[src/rtl/rename_dispatch.sv]
// Register rename / dispatch stage: map-table source lookup, free-list destination allocation,
// zero-latency issue-queue load. Optional free-list bypass on empty under RENAME_FREE_BYPASS_EN.
module rename_dispatch #(
    parameter int ARCH_REGS    = 16,
    parameter int PHYS_REGS    = 32,
    parameter int ALU1_FUNC_W  = 4,
    localparam int ARCH_W       = $clog2(ARCH_REGS),
    localparam int REG_ADDR_LEN = $clog2(PHYS_REGS)
) (
    input  logic                    clk,
    input  logic                    reset,
    input  logic                    dec_valid,
    input  logic [ALU1_FUNC_W-1:0]  dec_func,
    input  logic [ARCH_W-1:0]       dec_src1,
    input  logic [ARCH_W-1:0]       dec_src2,
    input  logic [ARCH_W-1:0]       dec_dst,
    output logic                    dec_ready,
    input  logic                    iq_full,
    output logic                    iq_load,
    output logic [ALU1_FUNC_W-1:0]  iq_insn,
    output logic [REG_ADDR_LEN-1:0] iq_inp1,
    output logic [REG_ADDR_LEN-1:0] iq_inp2,
    output logic [REG_ADDR_LEN-1:0] iq_dst,
    output logic [REG_ADDR_LEN-1:0] iq_old_dst,
    input  logic                    free_valid,
    input  logic [REG_ADDR_LEN-1:0] free_preg,
    output logic [REG_ADDR_LEN:0]   free_count
);

    localparam int FREE_INIT = PHYS_REGS - ARCH_REGS;
    localparam logic [REG_ADDR_LEN-1:0] LAST_PTR  = REG_ADDR_LEN'(PHYS_REGS - 1);
    localparam logic [REG_ADDR_LEN-1:0] TAIL_INIT = REG_ADDR_LEN'(FREE_INIT);
    localparam logic [REG_ADDR_LEN-1:0] PTR_ONE   = REG_ADDR_LEN'(1);
    localparam logic [REG_ADDR_LEN:0]   CNT_INIT  = (REG_ADDR_LEN+1)'(FREE_INIT);
    localparam logic [REG_ADDR_LEN:0]   CNT_FULL  = (REG_ADDR_LEN+1)'(PHYS_REGS - 1);
    localparam logic [REG_ADDR_LEN:0]   CNT_ONE   = (REG_ADDR_LEN+1)'(1);

    logic [REG_ADDR_LEN-1:0] r_map [ARCH_REGS];
    logic [REG_ADDR_LEN-1:0] r_fl  [PHYS_REGS];
    logic [REG_ADDR_LEN-1:0] r_head;
    logic [REG_ADDR_LEN-1:0] r_tail;
    logic [REG_ADDR_LEN:0]   r_count;

    logic [REG_ADDR_LEN-1:0] w_map_init [ARCH_REGS];
    logic [REG_ADDR_LEN-1:0] w_fl_init  [PHYS_REGS];

    // Reset images: identity map, free list preloaded with the non-architectural registers.
    genvar gi;
    generate
        for (gi = 0; gi < ARCH_REGS; gi++) begin : g_map_init
            assign w_map_init[gi] = REG_ADDR_LEN'(gi);
        end
        for (gi = 0; gi < PHYS_REGS; gi++) begin : g_fl_init
            if (gi < FREE_INIT) begin : g_used
                assign w_fl_init[gi] = REG_ADDR_LEN'(gi + ARCH_REGS);
            end else begin : g_unused
                assign w_fl_init[gi] = '0;
            end
        end
    endgenerate

    function automatic logic [REG_ADDR_LEN-1:0] next_ptr(input logic [REG_ADDR_LEN-1:0] p);
        return (p == LAST_PTR) ? '0 : p + PTR_ONE;
    endfunction

    logic                    w_dst_nz;
    logic                    w_free_ok;
    logic                    w_bypass;
    logic                    w_ready;
    logic                    w_accept;
    logic                    w_byp_take;
    logic                    w_pop;
    logic                    w_push;
    logic                    w_map_we;
    logic [REG_ADDR_LEN-1:0] w_new_dst;

    assign w_dst_nz  = (dec_dst != '0);
    assign w_free_ok = free_valid && (free_preg != '0);

`ifdef RENAME_FREE_BYPASS_EN
    assign w_bypass = (r_count == '0) && w_free_ok && w_dst_nz;
`else
    assign w_bypass = 1'b0;
`endif

    assign w_ready    = !reset && !iq_full && ((r_count != '0) || !w_dst_nz || w_bypass);
    assign w_accept   = dec_valid && w_ready;
    assign w_byp_take = w_accept && w_bypass;
    assign w_pop      = w_accept && w_dst_nz && !w_bypass;
    // A bypassed register never enters the list, so the push is suppressed along with the pop.
    assign w_push     = w_free_ok && !w_byp_take && (r_count != CNT_FULL);
    assign w_map_we   = w_pop || w_byp_take;
    assign w_new_dst  = w_byp_take ? free_preg : r_fl[r_head];

    assign dec_ready  = w_ready;
    assign iq_load    = w_accept;
    assign iq_insn    = w_accept ? dec_func : '0;
    assign iq_inp1    = w_accept ? r_map[dec_src1] : '0;
    assign iq_inp2    = w_accept ? r_map[dec_src2] : '0;
    assign iq_dst     = (w_accept && w_dst_nz) ? w_new_dst : '0;
    assign iq_old_dst = (w_accept && w_dst_nz) ? r_map[dec_dst] : '0;
    assign free_count = reset ? '0 : r_count;

    always_ff @(posedge clk or posedge reset) begin
        if (reset) begin
            for (int i = 0; i < ARCH_REGS; i++) r_map[i] <= w_map_init[i];
            for (int i = 0; i < PHYS_REGS; i++) r_fl[i] <= w_fl_init[i];
            r_head  <= '0;
            r_tail  <= TAIL_INIT;
            r_count <= CNT_INIT;
        end else begin
            if (w_map_we) r_map[dec_dst] <= w_new_dst;
            if (w_pop) r_head <= next_ptr(r_head);
            if (w_push) begin
                r_fl[r_tail] <= free_preg;
                r_tail       <= next_ptr(r_tail);
            end
            if (w_push && !w_pop)      r_count <= r_count + CNT_ONE;
            else if (w_pop && !w_push) r_count <= r_count - CNT_ONE;
        end
    end

endmodule

[config.mk]
export PLATFORM = sky130hd
export DESIGN_NAME = rename_dispatch
export DESIGN_NICKNAME = d
export VERILOG_FILES = /design/src/rtl/rename_dispatch.sv
export SDC_FILE = /design/constraint.sdc
export NUM_CORES = 1
export LEC_CHECK = 0
export CAP_MARGIN = 10
export CELL_PAD_IN_SITES_DETAIL_PLACEMENT = 0
export CELL_PAD_IN_SITES_GLOBAL_PLACEMENT = 1
export CORE_MARGIN = 5
export CORE_UTILIZATION = 52
export CTS_CLUSTER_SIZE = 12
export DETAILED_ROUTE_END_ITERATION = 16
export HOLD_SLACK_MARGIN = 0.12
export PLACE_DENSITY = 0.78
export SETUP_SLACK_MARGIN = 0.02
export SLEW_MARGIN = 20
export SYNTH_ARGS = -nofsm -noshare
export SYNTH_HDL_FRONTEND = slang
export SYNTH_SLANG_ARGS = --single-unit
export TNS_END_PERCENT = 20
[constraint.sdc]
create_clock -name clk -period 11.1 [get_ports clk]
set_clock_uncertainty 0.1 [all_clocks]
set_input_delay 2.22 -clock clk [delete_from_list [all_inputs] [get_ports clk]]
set_output_delay 2.22 -clock clk [all_outputs]
set_load 0.05 [all_outputs]
Word level (Yosys, flattened, before mapping)
Cells that the tools add are included.

word-level totals
  register bits after elaboration = 256
  latch bits = 0
  memory bits (writable) = 0
  ROM bits = 0
  input bits = 26
  output and inout bits = 32
  word-level logic and storage cells = 118
  memories kept = 0

operators by class
  $add $sub $neg = 4
  multipliers = 0
  div/mod/pow operators = 0
  order comparisons = 7
  equal/unequal tests = 3
  shift-type cells = 0
  multiplexer cells = 28
  bitwise gates (word level) = 5
  reductions and logical operators = 20

operators with widths
  cell                 count
  $bwmux 160           1
  $bwmux 80            1
  $mux 5               16
  $bmux 5 s4           3
  $bmux 5 s5           1
  $demux 5 s5          1
  $demux 5 s4          1
  $mux 6               3
  $ge 5x5->1 const B   3
  $not 4->5            3
  $ge 6x6->1 const B   2
  $not 5->6            2
  $add 5x1->5 const B  2
  $eq 5x5->1 const B   2
  $logic_and 1x1->1    10
  $add 6x1->6 const B  1
  $lt 6x1->1 const B   1
  $ne 6x5->1 const B   1
  $reduce_bool 6->1    1
  $sub 6x1->6 const B  1
  $logic_not 1->1      5
  $lt 5x1->1 const B   1
  $reduce_bool 5->1    1
  $mux 4               1
  3 further kinds      3

Longest topological paths before layout
  depth in word-level cells = 9
  mapped depth = 12
  depth with buffers taken out = 12

Worst setup path before layout
OpenSTA, ideal clock, no wires.

  path type = in2out
  start point = input port dec_dst[3]
  end point = output port iq_inp1[0]
  data arrival time = 4.212 ns
  required time = 8.780 ns
  path slack = 4.568 ns
  stages on the path = 5
  path buffers = 2
  path through = buf_2 or4_1 a311oi_2 buf_2 and3_1

between the ends
  cells in the longest elaborated chain, start to end = 6

ends and longest elaborated chain
  item               line  text
  start, declared    16    input logic [ARCH_W-1:0] dec_dst,
  $reduce_bool 4->1  77    assign w_dst_nz = (dec_dst != '0);
  $logic_not 1->1    86    assign w_ready = !reset && !iq_full && ((r_count != '0) || !w_dst_nz || w_bypass);
  $logic_or 1x1->1   86
  $logic_and 1x1->1  86
  via dec_ready      17    output logic dec_ready,
  $logic_and 1x1->1  87    assign w_accept = dec_valid && w_ready;
  $mux 5             98    assign iq_inp1 = w_accept ? r_map[dec_src1] : '0;
  end, declared      21    output logic [REG_ADDR_LEN-1:0] iq_inp1,

The timed path passes the listed nets, and every way through them passes these cells.

Final worst setup path
  start point = input port dec_dst[3]
  end point = output port iq_inp2[4]

between the ends
  cells in the longest elaborated chain, start to end = 6

ends and longest elaborated chain
  item               line  text
  $reduce_bool 4->1  77
  $logic_not 1->1    86
  $logic_or 1x1->1   86
  $logic_and 1x1->1  86
  $logic_and 1x1->1  87
  $mux 5             99    assign iq_inp2 = w_accept ? r_map[dec_src2] : '0;
  end, declared      22    output logic [REG_ADDR_LEN-1:0] iq_inp2,

No other way between the ends.

==> PnR_summary.wiki <==
{| class="wikitable"
! Metric !! Value
|-
| Clock tree sinks || 256
|-
| Cts repair resizes || 0
|-
| Global-route wire length before repair || 52.39 mm
|-
| Combinational share of power || 0.360
|-
| Insertion delay to the later sink of the worst-skew pair || 0.54 ns
|-
| Post-CTS Repair Setup Buffers || 0
|-
| Leading cell types in the layout, fill and taps excluded || mux2_2 (215), dfrtp_1 (173), dfstp_2 (82)
|-
| Final nets || 1064
|-
| Total length of routed wires || 32.50 mm
|-
| Power density relative to cell area || 261.0 nW/um^2
|-
| Syn-to-layout area delta || 12.54%
|-
| Fmax achieved || 0.1257 GHz
|-
| Number of buffers added by the clock tree synthesis step || 28
|-
| Total net switching power || 1.373 mW
|-
| Final Non-Filler Cells || 1381
|-
| Post-synth EDFFs || 0
|-
| Final Max Tran Viols || 0
|-
| Arithmetic-cell share of the synthesized area counting full adders, half adders and majority gates || 0.01320
|-
| Final period demand of the worst path || 7.953 ns
|-
| Result of the run || completed
|-
| Crit Path Class || in -> out
|-
| Std cell rows || 59
|-
| Clock-pin slew on the worst setup and hold paths || 0.05 ns
|-
| Global-route congestion overflow total || 0
|-
| Multi-input logic area || 6942 sq um
|-
| DPL Wire Length || 21.87 mm
|-
| Post-cts hold buffer count || 0
|-
| Height of the chip || 173.1 um
|-
| # placed instances || 1329
|-
| Library cell used as clock root buffer || clkbuf_16
|-
| Leading register cell type out of synthesis || dfrtp_1
|-
| Distinct cells, synth || 56
|-
| Most common library cell in the layout ignoring fill and taps || mux2_2
|-
| Transition time at the pin with the least slew margin || 1.167 ns
|-
| Mapped cell area || 13840 sq um
|-
| Proportion of total power due to net switching || 0.3378
|-
| Total negative setup slack || 0 ns
|-
| Share of synthesized flip-flops with an asynchronous set or reset || 1.000
|-
| Routability cong. || 0.8566
|-
| Internal Power || 2.691 mW
|-
| Number of DRC violations after detailed-routing iteration 0 || 719
|-
| Maximum VDD drop || 0.0001336 V
|-
| Final critical-path share of the clock period || 0.7165
|-
| Required time worst endpoint || 8.78 ns
|-
| Number of antenna violations at the first check in global routing || 0
|-
| Sequential cell area fraction in the yosys report || 0.4704
|-
| Total of max-cap violations || 0
|-
| Sequential cell fraction of total power || 0.409
|-
| Core ar. || 26130 sq um
|-
| Number of remaining DRC errors || 0
|-
| Number of antenna diodes || 0
|-
| Vias || 8576
|-
| Mapped Nets || 1031
|-
| Initial core utilization || 0.5295
|-
| Sequential cell area || 6513 sq um
|-
| Unrepaired setup endpoints after global routing || false
|-
| Maximum number of pins on one net before global-route repair || 91
|-
| CTS Buffer Depth || 3
|-
| Number of fill cells || 2071
|-
| Fraction of final layout cells sized beyond drive strength 1 || 0.4493
|-
| Data arrival time at the worst-slack endpoint || 5.63 ns
|-
| Vias per std cell || 6.210
|-
| Chip Width || 173.1 um
|-
| Count of buffers from port buffering || 57
|-
| Flops & latches, synth || 256
|-
| Compound-Gate Fraction of Synth Area || 0.04313
|-
| Vias in the first global route || 8848
|-
| Maximum level of the CTS H-tree || 1
|-
| GR Util met3 || 0.04301
|-
| Simple-gate share of the synthesized area || 0.06782
|-
| Boundary Pins || 58
|-
| Hold WS || 0.3308 ns
|-
| Share of power burned in the clock network || 0.232
|-
| Number of iterations in the first detailed-routing pass || 5
|-
| Routing layer with the top usage in global route || met1
|-
| Met2 track demand over resource in global routing || 0.3273
|-
| Category of the worst setup path capture point || primary output
|-
| Post-Synthesis Cells || 991
|-
| Xor/xnor cell area share of the yosys netlist || 0.001899
|-
| Highest net fanout along the worst path || 16
|-
| Mean post-synth cell area || 13.96 sq um
|-
| CTS tree || built
|-
| Nature of the critical path startpoint || primary input
|-
| Tightest Hold Check Type || reg -> reg
|-
| Area of the die || 29970 sq um
|-
| Final Core Density || 0.5959
|-
| Multiplexer area fraction after synthesis || 0.3753
|-
| Routed Antenna Nets || 0
|-
| Syn. warnings || 0
|-
| GRT Overall Usage || 0.2169
|-
| Reported leakage power || 6.680 nW
|-
| Main combinational cell family by area after synthesis || multiplexers
|-
| Overall power consumption || 4.064 mW
|-
| Tightest slew margin relative to the limit || 0.2204
|-
| Met1 Resource Use GR || 0.3287
|-
| Routed length per placed instance || 23.54 um
|-
| Endpoints failing hold || 0
|-
| # setup viols final || 0
|}
==> metrics by stage <==
step | setup slack [ns] | area, sq um
2_1_floorplan | 1.670 | 13840
3_3_place_gp | 3.245 | 14620
3_5_place_dp | 3.118 | 14620
4_1_cts | 3.117 | 15560
5_1_grt | 2.975 | 15570
6_report | 3.147 | 15570
==> registers in the layout, indices dropped and copies added, names as in the netlist <==
signal and count:
r_count 6, r_fl 160, r_map 80, r_tail 5
r_head 5
==> metal layers <==
layer,vias up,share of wire
met5,-,0
met4,0,0.021
met3,49,0.057
met2,229,0.45
met1,4484,0.47
li1,3814,-
==> final cells by class <==
cell class,instances,area share
clock inverters,7,0.005464
inverters,10,0.002893
flip-flops and latches,256,0.4182
multi-input cells,653,0.4458
well taps,335,0.02692
repair buffers,75,0.04580
clock buffers,45,0.05496
==> power groups by stage <==
stage,combinational [mW],clock (mW),sequential (mW)
after floorplan,1.16,0,1.55
after global placement,1.43,0,1.66
after detailed placement,1.46,0,1.67
after CTS,1.47,0.965,1.66
after global routing,1.58,1.00,1.71
final,1.46,0.941,1.66
==> cell usage after synthesis (all sizes together) (5+ instances only) <==
| cell type | count | area [sq um] |
|---|---|---|
| ha | 13 | 162.7 |
| nor2 | 43 | 161.4 |
| and3 | 20 | 145.1 |
| nand2b | 9 | 56.30 |
| buf | 28 | 188.9 |
| nand3 | 14 | 75.07 |
| dfstp | 82 | 2155 |
| nor4 | 7 | 118.9 |
| nand3b | 5 | 41.29 |
| o21ai | 12 | 60.06 |
| mux2 | 235 | 2703 |
| mux2i | 80 | 800.8 |
| nand2 | 24 | 90.09 |
| dfrtp | 174 | 4354 |
| inv | 9 | 33.78 |
| a21oi | 22 | 110.1 |
| mux4 | 75 | 1689 |
| clkbuf | 44 | 165.2 |
| nor2b | 7 | 43.79 |
| a22oi | 40 | 300.3 |
| and2 | 12 | 75.07 |
==> logic make-up after synthesis <==
logic type	Yosys count
adders and majority gates	14
buffers and inverters	82
and+or+nand+nor	158
xor gates and xnor gates	3
AOI/OAI and AO/OA	88
DFF	256
muxes	390
==> worst paths after layout <==
check / startpoint / to / slack, ns / cells after the start
setup reg to reg: r_count[3]$_DFFE_PP0P_ / r_count[5]$_DFFE_PP0P_ / 7.02 / 12
hold reg to reg: r_map[76]$_DFFE_PP0P_ / r_map[76]$_DFFE_PP0P_ / 0.33 / 0
hold / removal: r_map[76]$_DFFE_PP0P_ / r_map[76]$_DFFE_PP0P_ / 0.33 / 0
min in group asynchronous: reset / r_fl[28]$_DFFE_PP0P_ / 2.38 / 2
setup / recovery: dec_dst[3] / iq_inp2[4] / 3.15 / 5
max in group asynchronous: reset / r_fl[117]$_DFFE_PP0P_ / 7.28 / 3
==> critical path: stages <==
cell and delay (ns):
clkdlybuf4s50_1 0.69, or4_1 0.67, a311oi_2 0.94, and3_1 0.28, clkdlybuf4s50_1 0.82
Note: power is estimated with default switching activity, not from simulation.
